--- src/rtl/bbox_stream_pkg.sv ---
// Shared types and helpers for the triangle bounding-box stream unit.
// The helpers work on MAX_W-wide values; callers size-cast to their own widths.
package bbox_pkg;

    typedef enum logic [1:0] {
        IDLE,
        SCAN,
        CLAMP,
        DONE
    } state_t;

    localparam int VERTS = 3;
    localparam int MAX_W = 32;

    // Vertex idx of a packed {x0,y0,x1,y1,x2,y2} triangle, returned as {x,y} in the LSBs.
    function automatic logic [2*MAX_W-1:0] unpack_vertex(
        input logic [VERTS*2*MAX_W-1:0] tri_v,
        input int                       coord_w,
        input int                       idx
    );
        return (2*MAX_W)'(tri_v >> ((VERTS - 1 - idx) * 2 * coord_w));
    endfunction

    function automatic logic signed [MAX_W-1:0] floor_int(
        input logic signed [MAX_W-1:0] coord,
        input int                      frac_w
    );
        return coord >>> frac_w;
    endfunction

endpackage

--- src/rtl/bbox_stream_if.sv ---
// Triangle-in / bounding-box-out handshake bundle for bbox_stream.
interface bbox_stream_if #(
    parameter int COORD_W = 16,
    parameter int PIX_W   = 8
);
    logic                   in_valid;
    logic                   in_ready;
    logic [6*COORD_W-1:0]   in_tri;
    logic                   out_valid;
    logic                   out_ready;
    logic [PIX_W-1:0]       x_min;
    logic [PIX_W-1:0]       x_max;
    logic [PIX_W-1:0]       y_min;
    logic [PIX_W-1:0]       y_max;
    logic                   culled;

    modport master (
        output in_valid, in_tri, out_ready,
        input  in_ready, out_valid, x_min, x_max, y_min, y_max, culled
    );

    modport slave (
        input  in_valid, in_tri, out_ready,
        output in_ready, out_valid, x_min, x_max, y_min, y_max, culled
    );
endinterface

--- src/rtl/bbox_stream_axis_clamp.sv ---
// One axis of the bounding box: floor to integer pixels, clamp to 0..limit,
// and flag the span as entirely off-screen.
module bbox_axis_clamp
    import bbox_pkg::*;
#(
    parameter int COORD_W = 16,
    parameter int FRAC_W  = 4,
    parameter int INT_W   = 13,
    parameter int PIX_W   = 8
) (
    input  logic signed [COORD_W-1:0] raw_min_i,
    input  logic signed [COORD_W-1:0] raw_max_i,
    input  logic signed [INT_W-1:0]   limit_i,
    output logic [PIX_W-1:0]          min_o,
    output logic [PIX_W-1:0]          max_o,
    output logic                      off_o
);

    logic signed [INT_W-1:0] int_min;
    logic signed [INT_W-1:0] int_max;
    logic signed [INT_W-1:0] cl_min;
    logic signed [INT_W-1:0] cl_max;

    function automatic logic signed [INT_W-1:0] clamp_to(
        input logic signed [INT_W-1:0] v,
        input logic signed [INT_W-1:0] lim
    );
        if (v[INT_W-1]) begin
            return '0;
        end else if (v > lim) begin
            return lim;
        end
        return v;
    endfunction

    assign int_min = INT_W'(floor_int(MAX_W'(raw_min_i), FRAC_W));
    assign int_max = INT_W'(floor_int(MAX_W'(raw_max_i), FRAC_W));

    assign off_o  = int_max[INT_W-1] || (int_min > limit_i);
    assign cl_min = clamp_to(int_min, limit_i);
    assign cl_max = clamp_to(int_max, limit_i);
    assign min_o  = PIX_W'(cl_min);
    assign max_o  = PIX_W'(cl_max);

endmodule

--- src/rtl/bbox_stream.sv ---
// Triangle setup: scans three vertices, then registers the clamped pixel bounding box.
//   state | meaning
//   IDLE  | ready for a triangle (in_ready=1)
//   SCAN  | one vertex per cycle into running min/max, vtx_cnt 0..2
//   CLAMP | floor, clamp and cull; outputs registered
//   DONE  | out_valid held until out_ready
module bbox_stream
    import bbox_pkg::*;
#(
    parameter int COORD_W  = 16,
    parameter int FRAC_W   = 4,
    parameter int SCREEN_W = 256,
    parameter int SCREEN_H = 256
) (
    input  logic          clk,
    input  logic          rst_n,
    bbox_stream_if.slave  bus
);

    localparam int PIX_W = $clog2(SCREEN_W > SCREEN_H ? SCREEN_W : SCREEN_H);
    localparam int INT_A = COORD_W - FRAC_W + 1;
    localparam int INT_W = (INT_A > PIX_W + 2) ? INT_A : PIX_W + 2;
    localparam int TRI_W = VERTS * 2 * COORD_W;
    localparam logic signed [INT_W-1:0] LIM_X = INT_W'(SCREEN_W - 1);
    localparam logic signed [INT_W-1:0] LIM_Y = INT_W'(SCREEN_H - 1);

    state_t                    state_q;
    logic [TRI_W-1:0]          tri_q;
    logic [1:0]                vtx_cnt_q;
    logic signed [COORD_W-1:0] min_x_q, max_x_q, min_y_q, max_y_q;
    logic signed [COORD_W-1:0] min_x_d, max_x_d, min_y_d, max_y_d;
    logic                      in_ready_q, out_valid_q, culled_q;
    logic [PIX_W-1:0]          x_min_q, x_max_q, y_min_q, y_max_q;

    logic [2*COORD_W-1:0]      vtx;
    logic signed [COORD_W-1:0] vx, vy;
    logic [PIX_W-1:0]          cx_min, cx_max, cy_min, cy_max;
    logic                      off_x, off_y;

    // The vertex being scanned always sits in the top slot of the shift register.
    assign vtx = (2*COORD_W)'(unpack_vertex((VERTS*2*MAX_W)'(tri_q), COORD_W, 0));
    assign vx  = signed'(vtx[2*COORD_W-1:COORD_W]);
    assign vy  = signed'(vtx[COORD_W-1:0]);

    always_comb begin
        min_x_d = min_x_q;
        max_x_d = max_x_q;
        min_y_d = min_y_q;
        max_y_d = max_y_q;
        if (vtx_cnt_q == 2'd0) begin
            min_x_d = vx;
            max_x_d = vx;
            min_y_d = vy;
            max_y_d = vy;
        end else begin
            if (vx < min_x_q) min_x_d = vx;
            if (vx > max_x_q) max_x_d = vx;
            if (vy < min_y_q) min_y_d = vy;
            if (vy > max_y_q) max_y_d = vy;
        end
    end

    bbox_axis_clamp #(
        .COORD_W (COORD_W),
        .FRAC_W  (FRAC_W),
        .INT_W   (INT_W),
        .PIX_W   (PIX_W)
    ) u_clamp_x (
        .raw_min_i (min_x_q),
        .raw_max_i (max_x_q),
        .limit_i   (LIM_X),
        .min_o     (cx_min),
        .max_o     (cx_max),
        .off_o     (off_x)
    );

    bbox_axis_clamp #(
        .COORD_W (COORD_W),
        .FRAC_W  (FRAC_W),
        .INT_W   (INT_W),
        .PIX_W   (PIX_W)
    ) u_clamp_y (
        .raw_min_i (min_y_q),
        .raw_max_i (max_y_q),
        .limit_i   (LIM_Y),
        .min_o     (cy_min),
        .max_o     (cy_max),
        .off_o     (off_y)
    );

    always_ff @(posedge clk or negedge rst_n) begin
        if (!rst_n) begin
            state_q     <= IDLE;
            tri_q       <= '0;
            vtx_cnt_q   <= '0;
            min_x_q     <= '0;
            max_x_q     <= '0;
            min_y_q     <= '0;
            max_y_q     <= '0;
            in_ready_q  <= 1'b1;
            out_valid_q <= 1'b0;
            culled_q    <= 1'b0;
            x_min_q     <= '0;
            x_max_q     <= '0;
            y_min_q     <= '0;
            y_max_q     <= '0;
        end else begin
            case (state_q)
                IDLE: begin
                    if (bus.in_valid && in_ready_q) begin
                        tri_q      <= bus.in_tri;
                        vtx_cnt_q  <= '0;
                        in_ready_q <= 1'b0;
                        state_q    <= SCAN;
                    end
                end
                SCAN: begin
                    min_x_q   <= min_x_d;
                    max_x_q   <= max_x_d;
                    min_y_q   <= min_y_d;
                    max_y_q   <= max_y_d;
                    tri_q     <= tri_q << (2 * COORD_W);
                    vtx_cnt_q <= vtx_cnt_q + 2'd1;
                    if (vtx_cnt_q == 2'd2) begin
                        state_q <= CLAMP;
                    end
                end
                CLAMP: begin
                    // A culled box reports all-zero bounds rather than clamped ones.
                    culled_q    <= off_x || off_y;
                    x_min_q     <= (off_x || off_y) ? '0 : cx_min;
                    x_max_q     <= (off_x || off_y) ? '0 : cx_max;
                    y_min_q     <= (off_x || off_y) ? '0 : cy_min;
                    y_max_q     <= (off_x || off_y) ? '0 : cy_max;
                    out_valid_q <= 1'b1;
                    state_q     <= DONE;
                end
                DONE: begin
                    if (bus.out_ready) begin
                        out_valid_q <= 1'b0;
                        in_ready_q  <= 1'b1;
                        state_q     <= IDLE;
                    end
                end
                default: begin
                    state_q <= IDLE;
                end
            endcase
        end
    end

    assign bus.in_ready  = in_ready_q;
    assign bus.out_valid = out_valid_q;
    assign bus.x_min     = x_min_q;
    assign bus.x_max     = x_max_q;
    assign bus.y_min     = y_min_q;
    assign bus.y_max     = y_max_q;
    assign bus.culled    = culled_q;

endmodule

--- src/flat_wrapper.sv ---
// flat-port wrapper written by rule: the top's interface ports become plain ports
module bbox_stream_flat import bbox_pkg::*;
#(
    parameter int COORD_W  = 16,
    parameter int FRAC_W   = 4,
    parameter int SCREEN_W = 256,
    parameter int SCREEN_H = 256
)
  (clk, rst_n, bus_in_valid, bus_in_tri, bus_out_ready, bus_in_ready, bus_out_valid, bus_x_min, bus_x_max, bus_y_min, bus_y_max, bus_culled);
  bbox_stream_if #(.COORD_W(COORD_W), .PIX_W(8)) bus_i ();
  input  logic clk;
  input  logic rst_n;
  input wire logic [$bits(bus_i.in_valid)-1:0] bus_in_valid;
  input wire logic [$bits(bus_i.in_tri)-1:0] bus_in_tri;
  input wire logic [$bits(bus_i.out_ready)-1:0] bus_out_ready;
  output wire logic [$bits(bus_i.in_ready)-1:0] bus_in_ready;
  output wire logic [$bits(bus_i.out_valid)-1:0] bus_out_valid;
  output wire logic [$bits(bus_i.x_min)-1:0] bus_x_min;
  output wire logic [$bits(bus_i.x_max)-1:0] bus_x_max;
  output wire logic [$bits(bus_i.y_min)-1:0] bus_y_min;
  output wire logic [$bits(bus_i.y_max)-1:0] bus_y_max;
  output wire logic [$bits(bus_i.culled)-1:0] bus_culled;
  assign bus_i.in_valid = bus_in_valid;
  assign bus_i.in_tri = bus_in_tri;
  assign bus_i.out_ready = bus_out_ready;
  assign bus_in_ready = bus_i.in_ready;
  assign bus_out_valid = bus_i.out_valid;
  assign bus_x_min = bus_i.x_min;
  assign bus_x_max = bus_i.x_max;
  assign bus_y_min = bus_i.y_min;
  assign bus_y_max = bus_i.y_max;
  assign bus_culled = bus_i.culled;
  bbox_stream #(.COORD_W(COORD_W), .FRAC_W(FRAC_W), .SCREEN_W(SCREEN_W), .SCREEN_H(SCREEN_H)) u_core (.clk(clk), .rst_n(rst_n), .bus(bus_i));
endmodule
--- config.mk ---
export PLATFORM = sky130hd
export DESIGN_NAME = bbox_stream_flat
export DESIGN_NICKNAME = d
export VERILOG_FILES = /design/src/rtl/bbox_stream_pkg.sv /design/src/rtl/bbox_stream_if.sv /design/src/rtl/bbox_stream_axis_clamp.sv /design/src/rtl/bbox_stream.sv /design/src/flat_wrapper.sv
export SDC_FILE = /design/constraint.sdc
export NUM_CORES = 1
export LEC_CHECK = 0
export ABC_AREA = 1
export BUFFER_PORTS_ARGS = -buffer_cell sky130_fd_sc_hd__buf_4
export CORE_MARGIN = 4
export CORE_UTILIZATION = 37
export CTS_BUF_LIST = sky130_fd_sc_hd__clkbuf_16
export CTS_CLUSTER_DIAMETER = 100
export DETAILED_ROUTE_END_ITERATION = 10
export PLACE_DENSITY = 0.55
export SLEW_MARGIN = 10
export SYNTH_ARGS = -nofsm -noshare
export SYNTH_HDL_FRONTEND = slang
export SYNTH_SLANG_ARGS = --single-unit
--- constraint.sdc ---
create_clock -name clk -period 3.27 [get_ports clk]
set_input_delay 0.327 -clock clk [delete_from_list [all_inputs] [get_ports clk]]
set_output_delay 0.327 -clock clk [all_outputs]
set_load 0.05 [all_outputs]
==> reports/qor.txt <==
top cell type by total area after synthesis = dfrtp_1
pwr dens = 1100 nW/µm²
fraction of layout cells with a size suffix above 1 = 0.144
Lkg Pwr = 6.18 nW
via count = 8,135
clock buffer depth = 2
DR vias/cell = 4.76
Register Area = 4980 µm²
Final Hold Viols = 0
Netlist cell types = 27
end point of the critical path = u_core.max_x_q[3]
CTS tree = yes
xor/xnor share of the synthesized area = 0
Max-slew headroom = 0.349
delay-heaviest family, CP = simple AND/OR/NAND/NOR gates
root buf cell = clkbuf_16
Resized Gates After CTS = 0
count leader, synth = nand2_1
Clock Skew = 0.0151 ns
Post-Route WL = 24,500 µm
sw frac = 0.474
Int Pwr = 6.97 mW
area of the multi-input gates = 4320 µm²
# Max-Cap Violations = 0
Cell Rows = 60
Setup CP Type = reg2reg
clock-pin slew on the worst setup and hold paths = 0.09 ns
Total Power = 13.3 mW
Starting Density = 0.376
asr flop ratio synth = 1.00
reg2reg setup slack = 0.82 ns
DRT iter0 DRCs = 458
CP endpoint kind = register
WP depth = 12
reg2reg path depth = 12
Logic pwr share = 0.499
largest net degree at the start of global routing = 94
VDD IR-drop max = 0.598 mV
die area = 30,000 µm²
Final Cycle Share = 0.748
crit path launch type = register
GRT overflow = 0
most used cell, CP = nand2_1
outcome = complete, no violations
syn_nets = 1,414
Bufs and invs on worst path = 0
drt wl/cell = 14.3 µm
synth warn = 0
Hold Path Class = in2reg
first-pass GRT wire length = 42,300 µm
clk sinks = 199
PortBufs = 134
Peak Freq = 409 MHz
number of synthesized flops with an enable pin = 0
HPWL Detailed = 17,400 µm
multiplexer share of the synthesized area = 0
Boundary Pins = 135
top cells by area, synth = dfrtp_1 (49%), nand2_1 (14%), ha_1 (8.6%)
worst skew pair latency = 0.44 ns
vias in the first global route = 8,064
crit-path max FO = 17
initial antenna violation count = 0
Period minus WS final = 2.45 ns
main flop type after synthesis = dfrtp_1
reg2reg end = u_core.max_x_q[3]
Cells after Synth = 1,245
Critical Path Max Stage Delay = 0.46 ns
worst path cell trace = ha_1 > nand2_1 > nor2_1 > nand2_1 > nand2_1 > nand2_1 > a21oi_1 > nand2_1 > nand2_2 > nand2_1 > nand2_1 > nand2_1
CORE AREA = 26,900 µm²
n_diodes = 0
Die W = 173 µm
Worst EP required = 3.60 ns
RSZ-0062 raised after global routing = no
worst slew pin tran = 0.977 ns
H-tree levels = 4
Nets = 1,525
Synth Area per Inst = 8.11 µm²
worst r2r src = u_core.tri_q[87]
Synth top area share = 0.491
Max Slew Vio Count = 0
Sw Pwr = 6.29 mW
Crit. Startpoint = u_core.tri_q[87]
slowest CP cell = nand2_1
sequential area share after synthesis = 0.493
post-synthesis simple-gate area fraction = 0.239
height of the chip = 173 µm
#FFs+latches synth = 199
clock share of power = 0.161
setup TNS = 0 ns
synthesized area = 10,100 µm²
Area growth syn-to-layout = 19.2%
CP arrival = 2.77 ns
Commonest cells post-synth = nand2_1 (371), dfrtp_1 (198), inv_1 (144)
Flop pwr share = 0.340
Adder-Cell Fraction of Synth Area = 0.0855
worst hold margin = 0.116 ns
GPL Wtd Cong = 0.795
DRC viols = 0
largest family of logic cells by synthesized area = simple AND/OR/NAND/NOR gates
Pre-Repair DR Iteration Count = 5
area fraction in compound gates after synthesis = 0.101
Total GRT Usage = 0.168
# fillers = 2,760
final count of negative-setup-slack endpoints = 0
Antenna Violating Nets Remaining = 0
number of buffers created by CTS = 17
==> metal layers <==
metal | part of all wire | global-route usage | vias up
li1 | - | - | 4256
met1 | 0.54 | 0.269 | 3707
met2 | 0.41 | 0.237 | 160
met3 | 0.040 | 0.0317 | 12
met4 | 0.0085 | 0.0329 | 0
met5 | 0 | 0 | -
==> layout make-up <==
cell class,instances,share of cell area
sequential,199,0.414
clock inverter,15,0.0147
tap,341,0.0355
clock buffer,17,0.0353
multi-input combinational,842,0.359
inverter,146,0.0455
timing repair buffer,150,0.0964
==> timing repair <==
item,in CTS,in global routing
buffers inserted,0,0
setup endpoints to repair,0,0
hold buffers,1,0
hold endpoints to repair,74,0
==> cells in the final DEF, fill, tap and decap left out, drive strengths merged <==
cell type	count
a21oi	26
a31oi	60
buf	148
clkbuf	18
clkinv	6
clkinvlp	1
dfrtp	198
dfstp	1
dlygate4sd3	1
ha	69
inv	154
nand2	376
nand3	112
nand4	7
nor2	88
nor3	4
nor4	1
o211ai	4
o21a	1
o21ai	93
o21bai	1
==> worst min path at each step <==
stage | from | end | slack, ns | cells past startpoint
after global placement | rst_n | u_core.tri_q[18] | 0.40 | 1
final | bus_in_tri[6] | u_core.tri_q[6] | 0.12 | 3
after detailed placement | rst_n | u_core.tri_q[18] | 0.40 | 1
after global routing | bus_in_tri[6] | u_core.tri_q[6] | 0.10 | 3
after floorplan | rst_n | u_core.bus.culled | 0.03 | 0
after CTS | bus_in_tri[6] | u_core.tri_q[6] | 0.10 | 3
==> per-stage QoR <==
| step | setup slack (ns) | std cells | utilization | cell area (µm²) |
|---|---|---|---|---|
| after floorplan | 1.41 | 1245 | - | 10100 |
| after global placement | 0.859 | 1677 | 0.425 | 11400 |
| after detailed placement | 0.822 | 1677 | 0.425 | 11400 |
| after CTS | 0.807 | 1710 | 0.448 | 12000 |
| after global routing | 0.498 | 1710 | 0.448 | 12000 |
| final | 0.823 | 1710 | 0.448 | 12000 |
==> power by group through the flow <==
stage                     Combinational (mW)  Clock (mW)  Sequential [mW]
after global routing                    7.74        2.30             4.68
after detailed placement                6.68           0             4.55
after global placement                  6.57           0             4.51
after floorplan                         4.64           0             4.77
final                                   6.62        2.13             4.50
after CTS                               6.72        2.19             4.51
==> state kept, by name, summed over array words and instances, names as in the netlist <==
register              count
u_core.bus.x_min          8
u_core.min_x_q           16
u_core.bus.x_max          8
u_core.tri_q             96
u_core.bus.out_valid      1
u_core.state_q            2
u_core.bus.y_max          8
u_core.max_x_q           16
u_core.max_y_q           16
u_core.bus.in_ready       1
u_core.bus.culled         1
u_core.vtx_cnt_q          2
u_core.min_y_q           16
u_core.bus.y_min          8
==> logic make-up (layout without fill, tap and decap cells) <==
logic type | Yosys count | after routing
buffers and inverters | 204 | 328
and+or+nand+nor | 588 | 588
adders and majority gates | 69 | 69
AOI/OAI and AO/OA | 185 | 185
DFF | 199 | 199
==> tightest hold or removal path, delay by kind of cell <==
kind            cells  cell delay [ns]
compound gates      1             0.06
buf+inv             1             0.07
simple gates        1             0.06
Power figures use the tool's default switching activity.
